$ cat config.mk
export PLATFORM = sky130hd
export DESIGN_NAME = div_unit
export DESIGN_NICKNAME = d
export VERILOG_FILES = /design/src/rtl/div_unit.sv
export SDC_FILE = /design/constraint.sdc
export NUM_CORES = 1
export LEC_CHECK = 0
export CAP_MARGIN = 15
export CORE_MARGIN = 3
export CORE_UTILIZATION = 50
export DETAILED_ROUTE_END_ITERATION = 10
export MAX_ROUTING_LAYER = met4
export PLACE_DENSITY = 0.71
export SYNTH_ARGS = -nofsm -noshare
export SYNTH_HDL_FRONTEND = slang
export SYNTH_SLANG_ARGS = --single-unit
$ cat constraint.sdc
create_clock -name clk -period 11.8 [get_ports clk]
set_input_delay 2.36 -clock clk [delete_from_list [all_inputs] [get_ports clk]]
set_output_delay 2.36 -clock clk [all_outputs]
set_load 0.01 [all_outputs]
$ cat src/rtl/div_unit.sv
// Iterative restoring divider for RISC-V DIV/DIVU/REM/REMU.
// One quotient bit per cycle; divide-by-zero and overflow finish at once.
module div_unit #(
   parameter int XLEN = 32
) (
   input  logic            clk,
   input  logic            rst_n,
   input  logic            flush,
   input  logic            in_valid,
   output logic            in_ready,
   input  logic [XLEN-1:0] A,
   input  logic [XLEN-1:0] B,
   input  logic [1:0]      DivOp,
   output logic            out_valid,
   input  logic            out_ready,
   output logic [XLEN-1:0] Result
);

   typedef enum logic [1:0] {IDLE, CALC, DONE} state_t;

   localparam int CW = $clog2(XLEN) + 1;
   localparam logic [CW-1:0] LAST = CW'(XLEN - 1);
   localparam logic [XLEN-1:0] MIN_NEG = {1'b1, {(XLEN-1){1'b0}}};

   state_t          state_q, state_d;
   logic [CW-1:0]   cnt_q, cnt_d;
   logic [XLEN-1:0] rem_q, rem_d;
   logic [XLEN-1:0] quo_q, quo_d;
   logic [XLEN-1:0] dvs_q, dvs_d;
   logic [XLEN-1:0] res_q, res_d;
   logic            qneg_q, qneg_d;
   logic            rneg_q, rneg_d;
   logic            isrem_q, isrem_d;

   logic            sgn, a_neg, b_neg, ovf, ge;
   logic [XLEN-1:0] a_abs, b_abs;
   logic [XLEN:0]   r_sh, diff;
   logic [XLEN-1:0] rem_nx, quo_nx, q_fix, r_fix;

   always_comb begin
      sgn   = ~DivOp[0];
      a_neg = sgn & A[XLEN-1];
      b_neg = sgn & B[XLEN-1];
      a_abs = a_neg ? -A : A;
      b_abs = b_neg ? -B : B;
      ovf   = sgn & (A == MIN_NEG) & (&B);

      // quo_q shifts the dividend out while quotient bits shift in
      r_sh   = {rem_q, quo_q[XLEN-1]};
      diff   = r_sh - {1'b0, dvs_q};
      ge     = ~diff[XLEN];
      rem_nx = ge ? diff[XLEN-1:0] : r_sh[XLEN-1:0];
      quo_nx = {quo_q[XLEN-2:0], ge};
      q_fix  = qneg_q ? -quo_nx : quo_nx;
      r_fix  = rneg_q ? -rem_nx : rem_nx;

      state_d = state_q;
      cnt_d   = cnt_q;
      rem_d   = rem_q;
      quo_d   = quo_q;
      dvs_d   = dvs_q;
      res_d   = res_q;
      qneg_d  = qneg_q;
      rneg_d  = rneg_q;
      isrem_d = isrem_q;

      unique case (state_q)
         IDLE: begin
            if (in_valid) begin
               isrem_d = DivOp[1];
               if (B == '0) begin
                  res_d   = DivOp[1] ? A : '1;
                  state_d = DONE;
               end else if (ovf) begin
                  res_d   = DivOp[1] ? '0 : A;
                  state_d = DONE;
               end else begin
                  cnt_d   = '0;
                  rem_d   = '0;
                  quo_d   = a_abs;
                  dvs_d   = b_abs;
                  qneg_d  = a_neg ^ b_neg;
                  rneg_d  = a_neg;
                  state_d = CALC;
               end
            end
         end
         CALC: begin
            rem_d = rem_nx;
            quo_d = quo_nx;
            cnt_d = cnt_q + 1'b1;
            if (cnt_q == LAST) begin
               res_d   = isrem_q ? r_fix : q_fix;
               state_d = DONE;
            end
         end
         DONE: begin
            if (out_ready) state_d = IDLE;
         end
         default: state_d = IDLE;
      endcase

      if (flush) state_d = IDLE;
   end

   always_ff @(posedge clk or negedge rst_n) begin
      if (!rst_n) begin
         state_q <= IDLE;
         cnt_q   <= '0;
         rem_q   <= '0;
         quo_q   <= '0;
         dvs_q   <= '0;
         res_q   <= '0;
         qneg_q  <= 1'b0;
         rneg_q  <= 1'b0;
         isrem_q <= 1'b0;
      end else begin
         state_q <= state_d;
         cnt_q   <= cnt_d;
         rem_q   <= rem_d;
         quo_q   <= quo_d;
         dvs_q   <= dvs_d;
         res_q   <= res_d;
         qneg_q  <= qneg_d;
         rneg_q  <= rneg_d;
         isrem_q <= isrem_d;
      end
   end

   assign in_ready  = (state_q == IDLE);
   assign out_valid = (state_q == DONE);
   assign Result    = res_q;

endmodule
### Yosys cells after proc, flatten, opt, wreduce, memory -nomap -nowiden

Cells that the tools add are included.

| cells by class | value |
|---|---|
| multiplexer cells | 32 |
| bitwise operators | 9 |
| add/sub/neg operators | 6 |
| reduce and logical (&&, ||, !) cells | 9 |
| eq/ne operators | 12 |

Operators with widths:

| kind | count |
|---|---|
| $mux W32 | 18 |
| $pmux W32 S2 | 3 |
| $neg A32 Y32 | 4 |
| $sub A33 B32 Y33 | 1 |
| $eq A32 B32 Y1 const B | 1 |
| $logic_not A32 Y1 | 1 |
| $reduce_and A32 Y1 | 1 |
| $mux W6 | 3 |
| $mux W2 | 6 |
| $pmux W6 S2 | 1 |
| $reduce_and A4 Y1 | 3 |
| $ne A2 B2 Y1 const B | 4 |
| $add A6 B1 Y6 const B | 1 |
| $eq A6 B5 Y1 const B | 1 |
| $ne A3 B3 Y1 const B | 2 |
| $pmux W2 S3 | 1 |
| $and A1 B1 Y1 | 4 |
| $not A1 Y1 | 4 |
| $ne A3 B1 Y1 const B | 1 |
| $ne A3 B2 Y1 const B | 1 |
| $reduce_and A3 Y1 | 1 |
| $eq A2 B1 Y1 const B | 1 |
| $eq A2 B2 Y1 const B | 1 |
| $logic_not A2 Y1 | 1 |
| other kinds (3) | 3 |

| word-level totals | value |
|---|---|
| register bits after elaboration | 139 |

### Longest topological paths before layout

| depth | value |
|---|---|
| depth in word-level cells | 8 |
| mapped depth | 25 |

### Worst setup path after synthesis

Ideal clock, no wire load.

| path | value |
|---|---|
| path kind | input-to-reg |
| from | input port B[2] |
| to | register res_q[25], in the netlist Result[25] |
| slack | 6.611 ns |
| required time | 11.674 ns |
| path buffers | 1 |
| stages | 10 |
| data arrival time | 5.063 ns |
| library setup time | 0.126 ns |
| path through | or4_4 nor4b_2 nand3_1 nor3_1 o2bb2a_1 or3b_1 a21oi_2 buf_2 o211ai_1 o32a_1 |

| between the ends | value |
|---|---|
| longest elaborated chain between the ends | 4 |
| elaborated cells on any way between the ends | 8 |
| those cells by class | eq/ne (1); mux (3); bitwise (1); reduce/logical (3) |

Ends and longest elaborated chain:

| element | line | text |
|---|---|---|
| from (decl) | 12 | `input logic [XLEN-1:0] B,` |
| $reduce_and A32 Y1 / $logic_not A32 Y1 (equally long branches) | 46, 71 |  |
| $and A1 B1 Y1 / $mux W32 (equally long branches) | 46, 71 |  |
| $ne A3 B1 Y1 (no line) / $mux W32 (equally long branches) | - |  |
| $reduce_and A4 Y1 (no line) / $pmux W32 S2 (equally long branches) | - |  |
| to (signal assigned) | 123 | `res_q <= res_d;` |
| to (decl) | 30 | `logic [XLEN-1:0] res_q, res_d;` |

Several ways; a longest one is shown, not always the timed one. The select of a mux whose other input is x is not followed.
A chain may end at the register's enable or synchronous reset.

### Final worst setup path

| path | value |
|---|---|
| from | register rem_q[14] |
| to | register res_q[30], in the netlist Result[30] |

| between the ends | value |
|---|---|
| longest elaborated chain between the ends | 7 |
| elaborated cells on any way between the ends | 10 |
| those cells by class | add/sub (3); mux (6); bitwise (1) |

Ends and longest elaborated chain:

| element | line | text |
|---|---|---|
| from (decl) | 27 | `logic [XLEN-1:0] rem_q, rem_d;` |
| from (signal assigned) | 120 | `rem_q <= rem_d;` |
| $sub A33 B32 Y33 | 50 | `diff = r_sh - {1'b0, dvs_q};` |
| $mux W32 / $not A1 Y1 (equally long branches) | 52, 51 |  |
| $neg A32 Y32 (on tied branches) | 55, 54 |  |
| $mux W32 (on tied branches) | 55, 54 |  |
| $mux W32 * | 93 | `res_d = isrem_q ? r_fix : q_fix;` |
| $mux W32 * | 92 | `if (cnt_q == LAST) begin` |
| $pmux W32 S2 * | 67 | `unique case (state_q)` |

Mark *: on every way between the ends. The rest lies on a longest branch, timed or not. The select of a mux whose other input is x is not followed.

==> reports/results.txt <==
The mapped netlist covers 0.0119 mm^2. Clock tree synthesis selected as its root buffer the cell sky130_fd_sc_hd__clkbuf_16. In the final timing run, aggregate negative setup slack is 0 ns.

For the final count of hold timing violations, the log shows 0. The library cells used most frequently in the layout, excluding fill and tap cells, are 192 x sky130_fd_sc_hd__o21ai_0, 190 x sky130_fd_sc_hd__nand2_1, 144 x sky130_fd_sc_hd__nor2_1. Counting both buffers and inverters, the worst setup path holds a total of 3. The largest single stage delay on the critical path is 0.65 ns. STA classifies the critical path endpoint as a flop. For the pin with the worst max-slew slack, the measured transition is 1.09 ns. The logs give 5.39 nW for the static leakage and 0 for the number of antenna diodes.

The finished cells cover 0.0137 mm^2. After synthesis, the share of flip-flops with an asynchronous set or reset is 100%. The placer congestion estimate is 0.985, and the number of antenna violations at the first check in global routing is 0. The placement row count was 55; the final worst slack was 4.89 ns. The library cell used most frequently in the layout, excluding fill and tap cells, is sky130_fd_sc_hd__o21ai_0.

The final clock skew was 0.0226 ns. For the detailed-route via count, the log shows 12300. Relative to the synthesized area, the layout overhead comes to 14.8%. The first global-routing pass estimated 64.1 mm of wire.

For the sequential share of the synthesized area, the log shows 29.2%. The first detailed-routing pass ran for 6 iterations. The average cell area after synthesis came out at 7.60 um^2.

The tools report the buffers inserted during post-CTS setup optimization as 0. Post-CTS repair changed the size of 0 cells. TritonCTS created 17 clock buffers. Final net count: 1726. The logs give 11500 for the number of global-route vias before repair and 51.7% for the initial core utilization. After floorplanning, the core was sized to cover 0.0231 mm^2. The post-synth net total is 1678.

The required time of the critical path came out at 12.16 ns. The number of max-capacitance violations reported is 0, and the largest net degree at the start of global routing is 79. The final routed wirelength across all metal layers is 40.3 mm, and the worst ir drop on vdd is 0.130 mV. The tightest min-delay check is of the reg -> reg type. The number of flops mapped to enable cells by yosys was 0; the number of instances in the synthesized netlist was 1568.

The max-slew violation count was 0. The overall die width was 160 um. The critical path in this run is classified as reg -> reg. The clock passes through at most 2 buffers. OpenSTA, run right after detailed placement, puts the worst setup slack at 4.93 ns. In this run, post-CTS hold repair placed 0 buffers. The maximum fanout along the worst path works out to 44.

STA classifies the critical path startpoint as a flop. Boundary pin count: 105. The kind of cell with the highest combined delay along the critical path is compound AO/OA/AOI/OAI gates. The critical path arrival is 7.27 ns. The overall fraction of global-route tracks in use came out at 31.8%. Summing internal, switching and leakage power gives 3.45 mW. The tools report the count of final setup violators as 0. The routed design could run at a clock period as short as 6.91 ns. The logs give 0 for the number of remaining DRC errors and 80 for the count of different cell masters after synthesis. Traced cell by cell, the critical path runs through ha_1 > and2_1 > o21ai_0 > o21a_1 > a2111oi_4 > o21a_1 > nor2_4 > buf_4 > inv_2 > mux2i_1 > ha_1 > inv_1 > or4_1 > nand2b_1 > nor4_1 > nand2_1 > a21oi_1 > nand3_1 > mux2_1 > nor3_2. The clock sink count came out at 139. The slowest stage cell on the critical path is sky130_fd_sc_hd__o21a_1.

The detail route stage leaves a number of antenna-violating nets equal to 0. By area the synthesized netlist is led by sky130_fd_sc_hd__dfrtp_1 29%, sky130_fd_sc_hd__o21ai_0 8.1%, sky130_fd_sc_hd__a21oi_1 6.0%. The insertion delay of the later-clocked pin in the worst-skew pair is 0.45 ns, and the top-area cell type share of the netlist area is 29.2%. The depth of the CTS H-tree came out at 4. Setup repair after global routing left no endpoint under its margin. For the die area, the log shows 0.0257 mm^2.

sky130_fd_sc_hd__dfrtp_1 takes more of the synthesized area than any other cell. After clock tree synthesis, the clock-pin slew on the worst setup and hold paths is 0.07 ns. Leaving out filler cells and counting taps, the final layout contains 1942. The post-place instance area was 0.0131 mm^2; the timing-limited maximum frequency was 0.145 GHz.

The tools report the global route total overflow as 0. The first routing iteration left 1472 violations. The post-DP HPWL is 29.9 mm, and the share of layout cells above drive strength 1 is 5.10%. The flow ran to the end, and the final reports show no timing, DRC or antenna violations.

The final clock period utilization by the worst path is 58.5%, and the count of warnings emitted by yosys is 0. After detailed routing, the number of vias per cell comes to 6.32. Measured against its own limit, the worst slew margin works out to 27.1%.

Among all flip-flop cells after synthesis, the most frequent one is sky130_fd_sc_hd__dfrtp_1. The count of input and output buffers came out at 104. In the final routed layout, each cell accounts on average for 20.7 um.

The vertical die dimension came out at 160 um. TritonCTS built the clock tree. The cell count after placement is 1908, and the number of register bits inferred by synthesis is 139. The power density normalized to cell area works out to 252 mW/mm^2.
## state kept, by name (all words and copies together) (netlist names)
register and cells:
Result 32, dvs_q 32, rem_q 32, rneg_q 1
qneg_q 1, cnt_q 6, state_q 2, quo_q 32
isrem_q 1
## power by group
part / switching, mW / internal [mW]
Sequential: 0.131 / 0.565
Combinational: 1.43 / 0.773
Clock: 0.251 / 0.299
Total: 1.81 / 1.64
## logic make-up after synthesis
logic type,Yosys count,synth area share [%]
buf+inv,144,4.87
fa+ha+maj,39,4.16
flops,139,29.2
xor+xnor,131,9.63
simple gates,553,22.0
compound gates,532,27.5
mux,30,2.60
## cells in the mapped netlist (16+ instances only)
cell type,number
sky130_fd_sc_hd__a211oi_1,18
sky130_fd_sc_hd__a21oi_1,143
sky130_fd_sc_hd__a31oi_1,19
sky130_fd_sc_hd__buf_2,16
sky130_fd_sc_hd__clkbuf_1,67
sky130_fd_sc_hd__dfrtp_1,139
sky130_fd_sc_hd__ha_1,38
sky130_fd_sc_hd__inv_1,53
sky130_fd_sc_hd__mux2i_1,22
sky130_fd_sc_hd__nand2_1,190
sky130_fd_sc_hd__nand2b_1,23
sky130_fd_sc_hd__nand3_1,21
sky130_fd_sc_hd__nand4_1,21
sky130_fd_sc_hd__nor2_1,144
sky130_fd_sc_hd__nor3_1,50
sky130_fd_sc_hd__nor4_1,20
sky130_fd_sc_hd__o211ai_1,26
sky130_fd_sc_hd__o21ai_0,192
sky130_fd_sc_hd__o31ai_1,32
sky130_fd_sc_hd__or3_1,28
sky130_fd_sc_hd__xnor2_1,63
sky130_fd_sc_hd__xor2_1,68
## per-layer routing
layer	global-route usage [%]	share of wire [%]	routed length (um)
met5	-	0	0
met4	8.17	2.3	930
met3	5.93	8.7	3500
met2	48.0	45	18100
met1	44.2	44	17700
## cell type report
cell class	instances	area [um^2]
multi-input combinational	1285	7870
sequential	139	3480
timing repair buffer	119	1160
fill	2156	9370
clock buffer	17	425
clock inverter	15	156
tap	313	392
inverter	54	203
## worst paths after layout
| check | slack [ns] | start | end | cells past startpoint |
|---|---|---|---|---|
| max in group asynchronous | 8.41 | rst_n | rem_q[11]$_DFFE_PN0P_ | 2 |
| worst max-delay path | 4.89 | rem_q[14]$_DFFE_PN0P_ | Result[30]$_DFFE_PN0P_ | 20 |
| min in group asynchronous | 1.98 | rst_n | dvs_q[14]$_DFFE_PN0P_ | 1 |
| worst max register to register | 4.89 | rem_q[14]$_DFFE_PN0P_ | Result[30]$_DFFE_PN0P_ | 20 |
| worst min-delay path | 0.49 | Result[19]$_DFFE_PN0P_ | Result[19]$_DFFE_PN0P_ | 2 |
| worst min register to register | 0.49 | Result[19]$_DFFE_PN0P_ | Result[19]$_DFFE_PN0P_ | 2 |
## tightest hold or removal path, delay by kind of cell (launching register included)
family / cells / cell delay [ns]
flops: 1 / 0.34
compound gates: 1 / 0.06
simple gates: 1 / 0.05
## metrics by stage
step	hold slack, ns	util [%]
5_1_grt	0.523	59.4
6_report	0.489	59.4
3_5_place_dp	0.481	56.8
3_3_place_gp	0.463	56.8
2_1_floorplan	0.471	-
4_1_cts	0.496	59.3
Note: power is estimated with default switching activity, not from simulation.
